[src/rtl/pe_array_seq_if.sv]
// Bundles the job, operand-handshake and PE-array control signals of pe_array_seq.
// master = attention controller / buffer side; slave = the sequencer.
interface pe_array_seq_if #(
  parameter int NUM_PES   = 32,
  parameter int LEN_WIDTH = 10,
  parameter int CNT_WIDTH = 6
);
  logic                 i_start;
  logic [LEN_WIDTH-1:0] i_num_beats;
  logic [CNT_WIDTH-1:0] i_num_pes;
  logic                 i_abort;
  logic                 i_data_valid;
  logic                 o_data_ready;
  logic                 i_exp_valid;
  logic [NUM_PES-1:0]   o_pe_en;
  logic                 o_mult_en;
  logic                 o_mult_clear;
  logic                 o_accu_en;
  logic                 o_part_last;
  logic                 o_busy;
  logic                 o_done;
  logic [LEN_WIDTH-1:0] o_beat_cnt;
  logic                 o_timeout;

  modport master (
    output i_start, i_num_beats, i_num_pes, i_abort, i_data_valid, i_exp_valid,
    input  o_data_ready, o_pe_en, o_mult_en, o_mult_clear, o_accu_en,
           o_part_last, o_busy, o_done, o_beat_cnt, o_timeout
  );

  modport slave (
    input  i_start, i_num_beats, i_num_pes, i_abort, i_data_valid, i_exp_valid,
    output o_data_ready, o_pe_en, o_mult_en, o_mult_clear, o_accu_en,
           o_part_last, o_busy, o_done, o_beat_cnt, o_timeout
  );
endinterface

[src/rtl/pe_array_seq.sv]
// PE-array job sequencer: CLEAR, operand beats in RUN, DRAIN until exp-valid, DONE pulse.
// Optional DRAIN watchdog enabled by defining PE_ARRAY_SEQ_TIMEOUT_EN.
//
// state   | meaning
// IDLE    | waiting for i_start
// CLEAR   | one-cycle multiplier/accumulator clear
// RUN     | accepting operand beats, driving array controls
// DRAIN   | waiting for the array's exp-valid
// DONE    | one-cycle o_done pulse
module pe_array_seq #(
  parameter int NUM_PES        = 32,
  parameter int LEN_WIDTH      = 10,
  parameter int CNT_WIDTH      = 6,
  parameter int TIMEOUT_CYCLES = 64
) (
  input  logic           clk,
  input  logic           rst,
  pe_array_seq_if.slave  bus
);

  if (TIMEOUT_CYCLES < 1 || (2 ** CNT_WIDTH) <= NUM_PES) begin : g_param_err
    $error("pe_array_seq: invalid TIMEOUT_CYCLES or CNT_WIDTH too narrow for NUM_PES");
  end

  typedef enum logic [2:0] {
    S_IDLE, S_CLEAR, S_RUN, S_DRAIN, S_DONE
  } state_t;

  state_t               state_q, state_d;
  logic [LEN_WIDTH-1:0] nb_q, nb_d;
  logic [CNT_WIDTH-1:0] np_q, np_d;
  logic [LEN_WIDTH-1:0] cnt_q, cnt_d;
  logic                 abrt_clr_q, abrt_clr_d;
  logic [NUM_PES-1:0]   pe_mask;
  logic [CNT_WIDTH-1:0] np_clamped;

`ifdef PE_ARRAY_SEQ_TIMEOUT_EN
  localparam int TW = (TIMEOUT_CYCLES > 1) ? $clog2(TIMEOUT_CYCLES) : 1;
  logic [TW-1:0] dcnt_q, dcnt_d;
  logic          to_q, to_d;
`endif

  assign np_clamped = (bus.i_num_pes > CNT_WIDTH'(NUM_PES)) ? CNT_WIDTH'(NUM_PES)
                                                           : bus.i_num_pes;

  always_comb begin
    pe_mask = '0;
    for (int i = 0; i < NUM_PES; i++) begin
      if (i < int'(np_q)) pe_mask[i] = 1'b1;
    end
  end

  always_comb begin
    state_d    = state_q;
    nb_d       = nb_q;
    np_d       = np_q;
    cnt_d      = cnt_q;
    abrt_clr_d = 1'b0;
`ifdef PE_ARRAY_SEQ_TIMEOUT_EN
    dcnt_d     = dcnt_q;
    to_d       = to_q;
`endif
    bus.o_data_ready = 1'b0;
    bus.o_pe_en      = '0;
    bus.o_mult_en    = 1'b0;
    // The cycle after an abort still clears the array, even though we are back in IDLE.
    bus.o_mult_clear = abrt_clr_q;
    bus.o_accu_en    = 1'b0;
    bus.o_part_last  = 1'b0;
    bus.o_busy       = 1'b0;
    bus.o_done       = 1'b0;

    unique case (state_q)
      S_IDLE: begin
        if (bus.i_start) begin
`ifdef PE_ARRAY_SEQ_TIMEOUT_EN
          to_d = 1'b0;
`endif
          if (bus.i_num_beats != '0) begin
            nb_d    = bus.i_num_beats;
            np_d    = np_clamped;
            cnt_d   = '0;
            state_d = S_CLEAR;
          end else begin
            state_d = S_DONE;
          end
        end
      end
      S_CLEAR: begin
        bus.o_busy       = 1'b1;
        bus.o_mult_clear = 1'b1;
        if (bus.i_abort) begin
          abrt_clr_d = 1'b1;
          state_d    = S_IDLE;
        end else begin
          state_d = S_RUN;
        end
      end
      S_RUN: begin
        bus.o_busy = 1'b1;
        if (bus.i_abort) begin
          abrt_clr_d = 1'b1;
          state_d    = S_IDLE;
        end else begin
          bus.o_data_ready = 1'b1;
          if (bus.i_data_valid) begin
            bus.o_mult_en = 1'b1;
            bus.o_accu_en = 1'b1;
            bus.o_pe_en   = pe_mask;
            cnt_d         = cnt_q + LEN_WIDTH'(1);
            if (cnt_q == nb_q - LEN_WIDTH'(1)) begin
              bus.o_part_last = 1'b1;
              state_d         = S_DRAIN;
`ifdef PE_ARRAY_SEQ_TIMEOUT_EN
              dcnt_d          = '0;
`endif
            end
          end
        end
      end
      S_DRAIN: begin
        bus.o_busy = 1'b1;
        if (bus.i_abort) begin
          abrt_clr_d = 1'b1;
          state_d    = S_IDLE;
        end else if (bus.i_exp_valid) begin
          state_d = S_DONE;
        end
`ifdef PE_ARRAY_SEQ_TIMEOUT_EN
        else if (dcnt_q == TW'(TIMEOUT_CYCLES - 1)) begin
          to_d    = 1'b1;
          state_d = S_DONE;
        end else begin
          dcnt_d = dcnt_q + TW'(1);
        end
`endif
      end
      S_DONE: begin
        bus.o_done = 1'b1;
        state_d    = S_IDLE;
      end
      default: state_d = S_IDLE;
    endcase
  end

  always_ff @(posedge clk or posedge rst) begin
    if (rst) begin
      state_q    <= S_IDLE;
      nb_q       <= '0;
      np_q       <= '0;
      cnt_q      <= '0;
      abrt_clr_q <= 1'b0;
    end else begin
      state_q    <= state_d;
      nb_q       <= nb_d;
      np_q       <= np_d;
      cnt_q      <= cnt_d;
      abrt_clr_q <= abrt_clr_d;
    end
  end

`ifdef PE_ARRAY_SEQ_TIMEOUT_EN
  always_ff @(posedge clk or posedge rst) begin
    if (rst) begin
      dcnt_q <= '0;
      to_q   <= 1'b0;
    end else begin
      dcnt_q <= dcnt_d;
      to_q   <= to_d;
    end
  end

  assign bus.o_timeout = to_q;
`else
  assign bus.o_timeout = 1'b0;
`endif

  assign bus.o_beat_cnt = cnt_q;

endmodule

[src/flat_wrapper.sv]
// flat-port wrapper written by rule: the top's interface ports become plain ports
module pe_array_seq_flat 
#(
  parameter int NUM_PES        = 32,
  parameter int LEN_WIDTH      = 10,
  parameter int CNT_WIDTH      = 6,
  parameter int TIMEOUT_CYCLES = 64
)
  (clk, rst, bus_i_start, bus_i_num_beats, bus_i_num_pes, bus_i_abort, bus_i_data_valid, bus_i_exp_valid, bus_o_data_ready, bus_o_pe_en, bus_o_mult_en, bus_o_mult_clear, bus_o_accu_en, bus_o_part_last, bus_o_busy, bus_o_done, bus_o_beat_cnt, bus_o_timeout);
  pe_array_seq_if #(.NUM_PES(NUM_PES), .LEN_WIDTH(LEN_WIDTH), .CNT_WIDTH(CNT_WIDTH)) bus_i ();
  input  logic clk;
  input  logic rst;
  input wire logic [$bits(bus_i.i_start)-1:0] bus_i_start;
  input wire logic [$bits(bus_i.i_num_beats)-1:0] bus_i_num_beats;
  input wire logic [$bits(bus_i.i_num_pes)-1:0] bus_i_num_pes;
  input wire logic [$bits(bus_i.i_abort)-1:0] bus_i_abort;
  input wire logic [$bits(bus_i.i_data_valid)-1:0] bus_i_data_valid;
  input wire logic [$bits(bus_i.i_exp_valid)-1:0] bus_i_exp_valid;
  output wire logic [$bits(bus_i.o_data_ready)-1:0] bus_o_data_ready;
  output wire logic [$bits(bus_i.o_pe_en)-1:0] bus_o_pe_en;
  output wire logic [$bits(bus_i.o_mult_en)-1:0] bus_o_mult_en;
  output wire logic [$bits(bus_i.o_mult_clear)-1:0] bus_o_mult_clear;
  output wire logic [$bits(bus_i.o_accu_en)-1:0] bus_o_accu_en;
  output wire logic [$bits(bus_i.o_part_last)-1:0] bus_o_part_last;
  output wire logic [$bits(bus_i.o_busy)-1:0] bus_o_busy;
  output wire logic [$bits(bus_i.o_done)-1:0] bus_o_done;
  output wire logic [$bits(bus_i.o_beat_cnt)-1:0] bus_o_beat_cnt;
  output wire logic [$bits(bus_i.o_timeout)-1:0] bus_o_timeout;
  assign bus_i.i_start = bus_i_start;
  assign bus_i.i_num_beats = bus_i_num_beats;
  assign bus_i.i_num_pes = bus_i_num_pes;
  assign bus_i.i_abort = bus_i_abort;
  assign bus_i.i_data_valid = bus_i_data_valid;
  assign bus_i.i_exp_valid = bus_i_exp_valid;
  assign bus_o_data_ready = bus_i.o_data_ready;
  assign bus_o_pe_en = bus_i.o_pe_en;
  assign bus_o_mult_en = bus_i.o_mult_en;
  assign bus_o_mult_clear = bus_i.o_mult_clear;
  assign bus_o_accu_en = bus_i.o_accu_en;
  assign bus_o_part_last = bus_i.o_part_last;
  assign bus_o_busy = bus_i.o_busy;
  assign bus_o_done = bus_i.o_done;
  assign bus_o_beat_cnt = bus_i.o_beat_cnt;
  assign bus_o_timeout = bus_i.o_timeout;
  pe_array_seq #(.NUM_PES(NUM_PES), .LEN_WIDTH(LEN_WIDTH), .CNT_WIDTH(CNT_WIDTH), .TIMEOUT_CYCLES(TIMEOUT_CYCLES)) u_core (.clk(clk), .rst(rst), .bus(bus_i));
endmodule
[config.mk]
export PLATFORM = sky130hd
export DESIGN_NAME = pe_array_seq_flat
export DESIGN_NICKNAME = d
export VERILOG_FILES = /design/src/rtl/pe_array_seq_if.sv /design/src/rtl/pe_array_seq.sv /design/src/flat_wrapper.sv
export SDC_FILE = /design/constraint.sdc
export NUM_CORES = 1
export LEC_CHECK = 0
export ABC_AREA = 1
export BUFFER_PORTS_ARGS = -buffer_cell sky130_fd_sc_hd__buf_2
export CORE_MARGIN = 4
export CORE_UTILIZATION = 25
export DETAILED_ROUTE_END_ITERATION = 8
export PLACE_DENSITY = 0.45
export REMOVE_ABC_BUFFERS = 1
export SETUP_SLACK_MARGIN = 0.02
export SKIP_LAST_GASP = 1
export SLEW_MARGIN = 5
export SYNTH_ARGS = -nofsm -noshare
export SYNTH_HDL_FRONTEND = slang
export SYNTH_SLANG_ARGS = --single-unit
[constraint.sdc]
create_clock -name clk -period 1.55 [get_ports clk]
set_input_delay 0.0775 -clock clk [delete_from_list [all_inputs] [get_ports clk]]
set_output_delay 0.0775 -clock clk [all_outputs]
set_load 0.02 [all_outputs]
* Yosys cells after proc, flatten, opt, wreduce, memory -nomap -nowiden
Cells that the tools add are included.
W data, S select, Z words.
** Word-level totals
- Bits of input ports :: 22
- Flip-flop bits (word level) :: 30
- Word-level logic and storage cells :: 123
** Operators by class
- Add/sub/neg operators :: 2
- Order comparisons :: 33
- Reductions and logical operators :: 7
- Muxes and demuxes :: 64
- Eq/ne operators :: 12
** Operators by type and width (number)
- $lt A5 B6 Y1 const A :: 16
- $mux W32 :: 3
- $lt A4 B6 Y1 const A :: 8
- $mux W1 :: 46
- $mux W10 :: 4
- $lt A3 B6 Y1 const A :: 4
- $mux W3 :: 7
- $pmux W10 S2 :: 1
- $lt A1 B6 Y1 const A :: 2
- $lt A2 B6 Y1 const A :: 2
- $pmux W3 S4 :: 1
- $add A10 B1 Y10 const B :: 1
- $eq A10 B10 Y1 :: 1
- $reduce_bool A10 Y1 :: 1
- $sub A10 B1 Y10 const B :: 1
- $eq A3 B2 Y1 const B :: 2
- $gt A6 B6 Y1 const B :: 1
- $mux W6 :: 1
- $ne A2 B2 Y1 const B :: 3
- $ne A3 B3 Y1 const B :: 2
- $reduce_and A5 Y1 :: 1
- $reduce_and A4 Y1 :: 1
- $eq A3 B1 Y1 const B :: 1
- $eq A3 B3 Y1 const B :: 1
- other kinds (7) :: 7

* Logic depth before layout (Yosys ltp)
Gate-level depths: netlist of the first run.
- Word-level depth :: 6
- Gate-level depth with buffers :: 15
- Mapped depth without buffers :: 15

* Worst setup path after synthesis of the first run
Ideal clock, no wire load.
- Path type :: register to output
- Start point :: reg u_core.state_q[2]
- End point :: out bus_o_pe_en[16]
- Cell stages (with the launch flop) :: 10
- Path slack :: -516 ps
- Data required time :: 1472 ps
- Data arrival time :: 1988 ps
- Path through :: dfrtp_1 > nor3_2 > inv_1 > nor2_4 > inv_2 > nor2_4 > inv_4 > nor2_8 > inv_2 > o21ai_0
** Between the ends
- Longest elaborated chain between the ends :: 2
** Ends and longest elaborated chain
- from (decl) :: RTL line pe_array_seq.sv:29 : state_t state_q, state_d;
- from (signal assigned) :: RTL line pe_array_seq.sv:154 : state_q <= state_d;
- $eq A3 B2 Y1 :: RTL line pe_array_seq.sv:73 : unique case (state_q)
- $mux W32 :: RTL line pe_array_seq.sv:73
- to (decl) :: RTL line flat_wrapper.sv:20 : output wire logic [$bits(bus_i.o_pe_en)-1:0] bus_o_pe_en;
No other way between the ends.

* Worst setup path in the final report of the first run
- Start point :: reg u_core.state_q[2]
- End point :: out bus_o_pe_en[30]
Same word-level chain as after synthesis.

==> Flow_metrics.wiki, run 1 <==
{| class="wikitable"
! Metric !! Value
|-
| All-Layer GR Usage || 0.144
|-
| Fraction of synthesized cell area taken by the top area cell type || 0.348
|-
| Worst setup slack after layout || -457 ps
|-
| TritonCTS clock tree || yes
|-
| Max FO, Critical Path || 6
|-
| Most frequent cell after synthesis || nand2_1
|-
| Yosys warning total || 0
|-
| FF-to-FF setup slack || -180 ps
|-
| IR drop worst, VDD || approximately 0.00078 V
|-
| Cell area reported after detailed placement || around 0.003 mm^2
|-
| Drt pass-1 iters || 4
|-
| Diode count || 0
|-
| Status || finished with violations
|-
| Depth of the most critical reg-to-reg path || 13
|-
| Final Routed Wirelength || 7.52 mm
|-
| ANT nets after route || 0
|-
| Largest net degree at the start of global routing || 31
|-
| Number of H-tree levels || 2
|-
| CP startpoint kind || register
|-
| Chip width || slightly above 100 um
|-
| Initial core utilization || 0.260
|-
| Clock latency on the worst-skew pair || 280 ps
|-
| Cell area power density || 1580 mW/mm^2
|-
| Share of synthesized flip-flops with an asynchronous set or reset || 1.00
|-
| Endpoint kind of the worst setup timing path || output pin
|-
| Unrepaired setup endpoints after global routing || true
|-
| Post-synthesis to final-layout area growth || 72.6%
|-
| Via count || 2533
|-
| Type of the worst min-delay path || in2reg
|-
| Buffer cell driving the clock tree root || clkbuf_8
|-
| Count of state elements after synthesis || 30
|-
| Syn_area_per_cell || 6.48 um^2
|-
| Post-synth top flop || dfrtp_1
|-
| Count of input and output buffers || 70
|-
| Cell count after synthesis || 333
|-
| Total half-perimeter wirelength after legalization and detailed placement || 5.36 mm
|-
| Most frequent cells after synthesis || nand2_1, nor2_1, inv_1
|-
| Hold-critical path depth || 3
|-
| Count of final hold-check violations || 0
|-
| Distinct cells, synth || 28
|-
| Largest area contributor in the netlist || dfrtp_1
|-
| Number of standard cells in the layout, taps in and fillers out || 583
|-
| Number of instances in the placed design || 553
|-
| Vias in the first global route || 2615
|-
| Share of layout cells above drive strength 1 || 0.458
|-
| Residual DRC count || 0
|-
| Inserted Clock Buffers || 5
|-
| Number of clock sinks || 30
|-
| Maximum clock path buffer count || 2
|-
| Register area share after synthesis || 0.348
|-
| Leakage || roughly 0.0020 uW
|-
| Final Setup Violations || 47
|-
| Number of I/O pins || a little over 70
|-
| Worst reg2reg path startpoint || u_core.nb_q[1]
|-
| RD Place Congestion || between 0.8 and 0.9
|-
| Final worst-path cycle share || 1.29
|-
| Number of antenna violations at the first check in global routing || 0
|-
| Avg WL per Cell || 12.9 um
|-
| Final-report max-slew violation count || 0
|-
| Minimum clock period after layout || about 2000 ps
|-
| Total global routing overflow || 0
|-
| Placement Rows || 33
|-
| Launch point of the critical path || u_core.state_q[2]
|-
| Min-Delay Endpoint || u_core.np_q[4]
|-
| Destination of the worst register-to-register timing path || u_core.state_q[1]
|-
| Hold path startpoint || bus_i_num_pes[4]
|-
| Critical path arrival || 1930 ps
|-
| Number of maximum-capacitance violations || 0
|-
| Setup Skew || approximately 6.5 ps
|-
| Clock Pin Slew Worst Setup and Hold Paths || 70 ps
|-
| Vert. Die Dim || between 100 and 150 um
|-
| Synthesized cell area || 0.00216 mm^2
|-
| Global-route wire length before repair || 11.9 mm
|-
| Die Outline Area || 0.0102 mm^2
|-
| Violated checks || negative setup slack
|-
| Final Net Count || approximately 500
|-
| Detailed Route Iter0 Violations || 78
|-
| Total power of the final layout || 5890 uW
|-
| Via density || 4.34
|-
| Std-Cell Core Area || roughly 0.0083 mm^2
|-
| Highest Clock Rate || 498 MHz
|-
| Number of synthesized flops with an enable pin || 0
|-
| Final non-filler cell area || approximately 0.0037 mm^2
|-
| Most area-consuming cells after synthesis || dfrtp_1, nand2_1, nor2_1, inv_1, o21ai_0
|-
| Category of the most critical setup path || reg2out
|-
| Data required time of the critical path || about 1500 ps
|}
-- flip-flops by register name (all words and copies together) (netlist names) --
register,count
u_core.np_q,6
u_core.bus.o_beat_cnt,10
u_core.abrt_clr_q,1
u_core.nb_q,10
u_core.state_q,3
-- final cells by class --
cell class                      instances  area (um^2)
Tap cell                              105          131
Timing Repair Buffer                  143         1110
Inverter                               54          210
Fill cell                             831         4570
Clock buffer                            6         82.6
Multi-Input combinational cell        243         1420
Clock inverter                          2         12.5
Sequential cell                        30          751
-- metal layers --
metal	share of wire	track usage	up-vias
met1	0.43	0.172	1145
met2	0.50	0.257	61
met5	0	0	-
met4	0.0059	0.0276	0
met3	0.061	0.0422	5
li1	-	-	1322
-- worst max path at each step --
| stage | end | slack [ps] |
|---|---|---|
| finish | bus_o_pe_en[30] | -460 |
| global route | bus_o_pe_en[21] | -590 |
| CTS | bus_o_pe_en[21] | -450 |
| detailed placement | u_core.state_q[1] | -230 |
| global placement | u_core.state_q[1] | -180 |
| floorplan | bus_o_pe_en[16] | -710 |
-- where the power goes --
part           switching [uW]  leakage [uW]  internal (uW)  total, uW
registers                 247      0.000390           1030       1280
logic                    2110       0.00159           1820       3930
clock network             326     0.0000472            357        683
total                    2680       0.00203           3210       5890
-- stage by stage --
stage	hold slack (ps)	util	worst slack, ps	setup TNS [ps]
6_report	18.5	0.449	-457	-14020
5_1_grt	14.8	0.449	-594	-20330
4_1_cts	3.50	0.419	-452	-14020
3_5_place_dp	196	0.361	-227	-3030
3_3_place_gp	194	0.361	-178	-2910
2_1_floorplan	168	-	-713	-18600
-- layout by cell type (no fill, tap or decap), drive strengths merged --
cell         instances
nand3               18
nor2                56
dfrtp               30
a21oi                9
o31ai                1
xor2                10
buf                138
inv                 54
a31oi                4
conb                 1
o211ai               1
dlygate4sd3          4
nor4                 4
nand4                3
clkbuf               7
clkinv               1
nand2               97
clkinvlp             1
or2                  2
xnor2                2
ha                   2
o21ai               30
nor3                 3
-- repair_timing --
action / CTS / global route
cloned: 1 / 2
endpoints found under the setup margin: 64 / 64
setup buffers: 17 / 8
gates resized for setup: 77 / 77
hold endpoints to repair: 33 / 0
hold buffers: 4 / 0
pin swaps: 17 / 21
-- critical path: stages (launching register included) --
cell and delay, ps:
dfrtp_1 390, nor3_2 190, inv_2 70, nor2_4 90, inv_2 60, nor2_4 150
inv_4 70, nor2_8 160, o21ai_2 110, a31oi_1 180, buf_4 180
-- cells by family (layout without fill, tap and decap cells) --
family | Yosys count | after routing | synth area share
adder cells (fa/ha/maj) | 2 | 2 | 0.0116
buffers and inverters | 60 | 205 | 0.113
AND/OR/NAND/NOR | 183 | 183 | 0.362
other | 1 | 1 | 0.00174
XOR/XNOR | 12 | 12 | 0.0487
AO/OA/AOI/OAI | 45 | 45 | 0.115
flip-flops | 30 | 30 | 0.348
(Power assumes the default switching activity.)
==> run 2: changes to the inputs <==
--- a/config.mk
+++ b/config.mk
@@ -8,9 +8,9 @@
 export ABC_AREA = 1
 export BUFFER_PORTS_ARGS = -buffer_cell sky130_fd_sc_hd__buf_2
 export CORE_MARGIN = 4
-export CORE_UTILIZATION = 25
+export CORE_UTILIZATION = 45
 export DETAILED_ROUTE_END_ITERATION = 8
-export PLACE_DENSITY = 0.45
+export PLACE_DENSITY = 0.73
 export REMOVE_ABC_BUFFERS = 1
 export SETUP_SLACK_MARGIN = 0.02
 export SKIP_LAST_GASP = 1
==> run 2 against run 1 <==
Against the previous run: the flow finishes with violations (negative hold slack, negative setup slack); maximum frequency down 6.5%; register-to-register slack worse by 340 ps; clock power up 17%; setup slack worse by 140 ps; combinational power up 3%; sequential share of layout area up 0.78 points; first-iteration DRC count rose to 3.4 times the previous value; final cell count down 11%; sequential cell count unchanged; critical path type unchanged.
==> Flow_metrics.wiki, run 2 (synthesis gave the netlist of run 1 again) <==
{| class="wikitable"
! Metric !! Value
|-
| Chip width || 77.3 um
|-
| Number of instances in the placed design || just under 500
|-
| TritonCTS clock tree || yes
|-
| Post-synthesis to final-layout area growth || 66.1%
|-
| Std-Cell Core Area || ~0.0045 mm^2
|-
| Final worst-path cycle share || 1.38
|-
| Unrepaired setup endpoints after global routing || true
|-
| IR drop worst, VDD || around 0.0014 V
|-
| All-Layer GR Usage || 0.221
|-
| List of cells traversed by the critical path || nor2_2 -> nand2_1 -> nor2_1 -> nand3_1 -> nand2_1 -> nand2_1 -> nor2_1 -> nand3_1 -> nor2_1 -> buf_4
|-
| Data required time of the critical path || 1470 ps
|-
| Number of standard cells in the layout, taps in and fillers out || 521
|-
| Status || finished with violations
|-
| Largest net degree at the start of global routing || 31
|-
| Final-report max-slew violation count || 0
|-
| Fillers || 287
|-
| Detailed Route Iter0 Violations || 262
|-
| Library cell contributing the largest single delay on the critical path || dfrtp_1
|-
| Category of the most critical setup path || reg2out
|-
| Number of H-tree levels || 2
|-
| Vias in the first global route || 2367
|-
| Minimum clock period after layout || 2150 ps
|-
| Total power of the final layout || 6140 uW
|-
| Global-route wire length before repair || about 11 mm
|-
| Maximum clock path buffer count || 2
|-
| Final non-filler cell area || 0.00359 mm^2
|-
| Setup Skew || 1.54 ps
|-
| Leading cell type in the layout, fill and taps excluded || nand2_1
|-
| Internal power component || 3310 uW
|-
| Switching Share || 0.462
|-
| Die Outline Area || 0.00597 mm^2
|-
| Sw Pwr || 2840 uW
|-
| Critical path arrival || 2070 ps
|-
| Max FO, Critical Path || 3
|-
| Clock network fraction of total power || 0.131
|-
| Total global routing overflow || 0
|-
| Combinational share of power || 0.660
|-
| Count of final hold-check violations || 1
|-
| Share of layout cells above drive strength 1 || 0.432
|-
| Cell area reported after detailed placement || 0.00283 mm^2
|-
| Leakage || around 0.0020 uW
|-
| Violated checks || negative hold slack, negative setup slack
|-
| CP startpoint kind || register
|-
| Clock latency on the worst-skew pair || 290 ps
|-
| Placement Rows || 24
|-
| Avg WL per Cell || ~17 um
|-
| Via density || between 5 and 6
|-
| Highest Clock Rate || roughly 470 MHz
|-
| Initial core utilization || 0.479
|-
| Final Net Count || 491
|-
| ANT nets after route || 0
|-
| Type of the worst min-delay path || in2reg
|-
| Number of clock sinks || 30
|-
| Drt pass-1 iters || 7
|-
| Top delay family on crit path || simple AND/OR/NAND/NOR gates
|-
| Worst hold slack after final layout || -4.41 ps
|-
| Leading cell types in the layout, fill and taps excluded || nand2_1, buf_4, inv_1, nor2_1, buf_2
|-
| Vert. Die Dim || 77.3 um
|-
| FF-to-FF setup slack || -520 ps
|-
| Residual DRC count || 0
|-
| Number of maximum-capacitance violations || 0
|-
| Sequential fraction of design power || 0.209
|-
| Final Setup Violations || 55
|-
| RD Place Congestion || 0.871
|-
| Inserted Clock Buffers || 5
|-
| Count of input and output buffers || 70
|-
| Via count || 2861
|-
| Number of I/O pins || roughly 70
|-
| Worst Path Buf+Inv || 1
|-
| Endpoint kind of the worst setup timing path || output pin
|-
| Buffer cell driving the clock tree root || clkbuf_8
|-
| Worst setup slack after layout || -595 ps
|-
| Number of antenna violations at the first check in global routing || 1
|-
| Cell area power density || 1710 mW/mm^2
|-
| Final core occ || 0.796
|-
| Final Routed Wirelength || 8.77 mm
|-
| Clock Pin Slew Worst Setup and Hold Paths || 70 ps
|-
| Total half-perimeter wirelength after legalization and detailed placement || 4.73 mm
|-
| CP peak stage delay || 430 ps
|}
run 2: cell types whose count changed in the layout (fill, tap and decap cells not counted), moves of 2 or more:
cell	change
nor2_1	-2
nor2_2	+3
o21ai_0	-2
buf_8	-2
buf_6	+4
nand2_4	-3
buf_4	-13
nand2_1	+8
nand2_2	-5
o21ai_1	+4
run 2: per-layer routing:
metal  track usage  part of all wire  up-vias
li1              -                 -     1311
met1         0.269              0.37     1333
met2         0.379              0.51      169
met3        0.0480             0.073       48
met4        0.0872             0.052        0
met5             0                 0        -
run 2: timing repair:
item | CTS | global route
setup buffers | 9 | 12
hold buffers | 4 | 0
resized for setup | 41 | 100
pin swaps | 3 | 23
endpoints found under the setup margin | 53 | 65
hold endpoints to repair | 33 | 0
cloned | 1 | 3
run 2: layout make-up:
type                    count  area, um^2  share of cell area
multi-input cells         243        1380               0.385
clock inverters             3        40.0              0.0112
diodes                      1        2.50            0.000698
clock buffers               5        68.8              0.0192
repair buffers            133        1070               0.299
inverters                  54         208              0.0579
flip-flops and latches     30         751               0.209
well taps                  52        65.1              0.0181
run 2: power by group through the flow:
stage / clock, uW / sequential (uW) / combinational (uW)
3_3_place_gp: 0 / 1240 / 2590
5_1_grt: 843 / 1310 / 4330
4_1_cts: 796 / 1230 / 3130
2_1_floorplan: 0 / 1250 / 1540
3_5_place_dp: 0 / 1250 / 2640
6_report: 802 / 1290 / 4060
run 2: path summary, 6_finish.rpt:
kind	startpoint	end	cells past startpoint
setup / recovery	u_core.nb_q[1]	bus_o_part_last	10
hold / removal	bus_i_num_pes[1]	u_core.np_q[1]	3
setup reg to reg	u_core.nb_q[1]	u_core.state_q[1]	13
hold reg to reg	u_core.nb_q[9]	u_core.nb_q[9]	2
max in group asynchronous	rst	u_core.np_q[5]	4
min in group asynchronous	rst	u_core.state_q[1]	4
run 2: tightest hold or removal path, cell delays in order:
cell	delay, ps
buf_2	80
nand2_2	50
o21ai_2	40
run 2: stage by stage:
| step | setup WS, ps | setup TNS [ps] | hold slack (ps) |
|---|---|---|---|
| 2_1_floorplan | -713 | -18600 | 168 |
| 3_3_place_gp | -79.4 | -1380 | 174 |
| 3_5_place_dp | -159 | -2140 | 180 |
| 4_1_cts | -404 | -11900 | 3.46 |
| 5_1_grt | -673 | -20600 | 15.2 |
| 6_report | -595 | -16740 | -4.41 |
==> run 3: changes to the inputs <==
--- a/config.mk
+++ b/config.mk
@@ -6,7 +6,7 @@
 export NUM_CORES = 1
 export LEC_CHECK = 0
 export ABC_AREA = 1
-export BUFFER_PORTS_ARGS = -buffer_cell sky130_fd_sc_hd__buf_2
+export BUFFER_PORTS_ARGS = -buffer_cell sky130_fd_sc_hd__buf_4
 export CORE_MARGIN = 4
 export CORE_UTILIZATION = 45
 export DETAILED_ROUTE_END_ITERATION = 8
==> constraint.sdc (replaced) <==
create_clock -name clk -period 1.55 [get_ports clk]
set_input_delay 0.0775 -clock clk [delete_from_list [all_inputs] [get_ports clk]]
set_output_delay 0.0775 -clock clk [all_outputs]
set_load 0.005 [all_outputs]
==> run 3 against run 2 <==
Against the previous run: the run still ends with negative hold slack, negative setup slack left; register-to-register slack improved by 180 ps; sequential share of layout area rose by 0.50 points; sequential power barely moved; maximum frequency rose by 7.2%; combinational power fell by 18%; core utilization fell by 1.9 points; clock power fell by 15%; global-route usage rose by 0.73 points; largest cell class unchanged; largest power group unchanged.
==> Flow_metrics.wiki, run 3 (synthesis gave the netlist of run 1 again) <==
{| class="wikitable"
! Metric !! Value
|-
| Data required time of the critical path || 1470 ps
|-
| Share of layout cells above drive strength 1 || 0.388
|-
| Global-route wire length before repair || 10.9 mm
|-
| Maximum clock path buffer count || 2
|-
| Worst hold slack after final layout || -2.26 ps
|-
| Residual DRC count || 0
|-
| Worst setup slack after layout || -450 ps
|-
| Avg WL per Cell || 14.9 um
|-
| Worst reg2reg path startpoint || u_core.nb_q[1]
|-
| Vias in the first global route || about 2400
|-
| Number of H-tree levels || 2
|-
| Max FO, Critical Path || 6
|-
| Die Outline Area || 0.00597 mm^2
|-
| Leakage || 0.00189 uW
|-
| Final Net Count || 489
|-
| TritonCTS clock tree || yes
|-
| Detailed Route Iter0 Violations || 154
|-
| ANT nets after route || 0
|-
| Number of maximum-capacitance violations || 0
|-
| Std-Cell Core Area || 0.00450 mm^2
|-
| Depth of the most critical reg-to-reg path || 16
|-
| Unrepaired setup endpoints after global routing || true
|-
| Total half-perimeter wirelength after legalization and detailed placement || about 5 mm
|-
| Count of input and output buffers || 70
|-
| Final Setup Violations || 60
|-
| Clock latency on the worst-skew pair || 300 ps
|-
| Number of standard cells in the layout, taps in and fillers out || 518
|-
| Final Routed Wirelength || 7.70 mm
|-
| Diode count || 0
|-
| Leading cell type in the layout, fill and taps excluded || buf_4
|-
| Highest Clock Rate || 500 MHz
|-
| Placement Rows || 24
|-
| Count of final hold-check violations || 1
|-
| Category of the most critical setup path || reg2out
|-
| Type of the worst min-delay path || in2reg
|-
| Hold-critical path depth || 3
|-
| Number of instances in the placed design || a little under 500
|-
| Min-Delay Endpoint || u_core.np_q[1]
|-
| Critical path arrival || 1920 ps
|-
| Inserted Clock Buffers || 5
|-
| All-Layer GR Usage || 0.229
|-
| Endpoint kind of the worst setup timing path || output pin
|-
| Setup Skew || 11.2 ps
|-
| Number of antenna violations at the first check in global routing || 0
|-
| Buffer cell driving the clock tree root || clkbuf_8
|-
| Vert. Die Dim || slightly below 80 um
|-
| Number of I/O pins || 72
|-
| Initial core utilization || 0.479
|-
| Total global routing overflow || 0
|-
| Violated checks || negative hold slack, negative setup slack
|-
| Status || finished with violations
|-
| Final worst-path cycle share || 1.29
|-
| Clock Pin Slew Worst Setup and Hold Paths || 60 ps
|-
| Minimum clock period after layout || between 2000 and 2500 ps
|-
| Via count || 2709
|-
| Final-report max-slew violation count || 0
|-
| FF-to-FF setup slack || -340 ps
|-
| RD Place Congestion || 0.846
|-
| Leading cell types in the layout, fill and taps excluded || buf_4, nand2_1, inv_1, nor2_1, dfrtp_1
|-
| Via density || 5.23
|-
| CP startpoint kind || register
|-
| Drt pass-1 iters || 5
|-
| IR drop worst, VDD || 0.000919 V
|-
| Number of clock sinks || 30
|-
| Hold path startpoint || bus_i_num_pes[1]
|-
| Accumulated negative setup slack || -14710 ps
|-
| Chip width || 77.3 um
|-
| Post-synthesis to final-layout area growth || 62.3%
|-
| Destination of the worst register-to-register timing path || u_core.state_q[1]
|-
| Cell area power density || ~1500 mW/mm^2
|-
| Largest net degree at the start of global routing || 31
|}
[run 3: changes by cell type in the layout (fill, tap and decap cells not counted), moves of 4 or more]
cell	delta
o21ai_2	-4
nand2_4	-4
nand2_1	+14
o21ai_1	-8
nand2_2	-10
buf_2	-37
buf_4	+47
buf_6	-12
o21ai_0	+10
[run 3: final cells by class]
cell class | instances | area [um^2]
flip-flops and latches | 30 | 751
fillers | 334 | 1000
well taps | 52 | 65.1
repair buffers | 131 | 1070
multi-input cells | 243 | 1320
clock inverters | 2 | 12.5
clock buffers | 6 | 82.6
inverters | 54 | 205
[run 3: worst max path at each step]
stage | start | endpoint | slack [ps] | cells past startpoint
final | u_core.state_q[0] | bus_o_pe_en[29] | -450 | 10
after global routing | u_core.state_q[0] | bus_o_pe_en[22] | -520 | 10
after CTS | u_core.state_q[2] | bus_o_pe_en[28] | -380 | 10
after detailed placement | u_core.nb_q[0] | u_core.state_q[1] | -180 | 15
after global placement | u_core.state_q[1] | bus_o_pe_en[5] | -140 | 11
after floorplan | u_core.state_q[0] | u_core.np_q[4] | -170 | 9
[run 3: power breakdown]
group	switching (uW)	leakage (uW)	internal (uW)	total, uW
sequential	266	0.000390	1030	1300
clock	325	0.0000472	356	681
combinational	1820	0.00145	1520	3340
[run 3: per-layer routing]
layer,wire (um),vias to the layer above,global-route usage
met1,3030,1285,0.271
li1,-,1301,-
met2,4060,106,0.406
met3,452,17,0.0422
met4,168,0,0.0890
met5,0,-,0
[run 3: repair_timing]
action | CTS | global route
hold endpoints to repair | 35 | 0
hold buffers | 6 | 0
buffers inserted | 5 | 9
pin swaps | 0 | 8
gates cloned | 0 | 1
gates resized for setup | 25 | 39
endpoints found under the setup margin | 47 | 64
[run 3: critical path, cell delays in order, from the launching register on]
cell and delay (ps):
dfrtp_1 410, nor3_2 180, inv_2 70, nor2_4 100, inv_2 60, nor2_4 130
inv_4 70, nor2_8 160, o21ai_4 100, a31oi_1 190, buf_4 150
[run 3: stage by stage]
stage	utilization	setup slack (ps)	cell area, um^2	power, uW
after floorplan	-	-165	2120	2620
final	0.778	-450	3500	5320
after global placement	0.673	-136	3030	3810
after CTS	0.731	-385	3290	4790
after detailed placement	0.673	-182	3030	3890
after global routing	0.778	-518	3500	5660
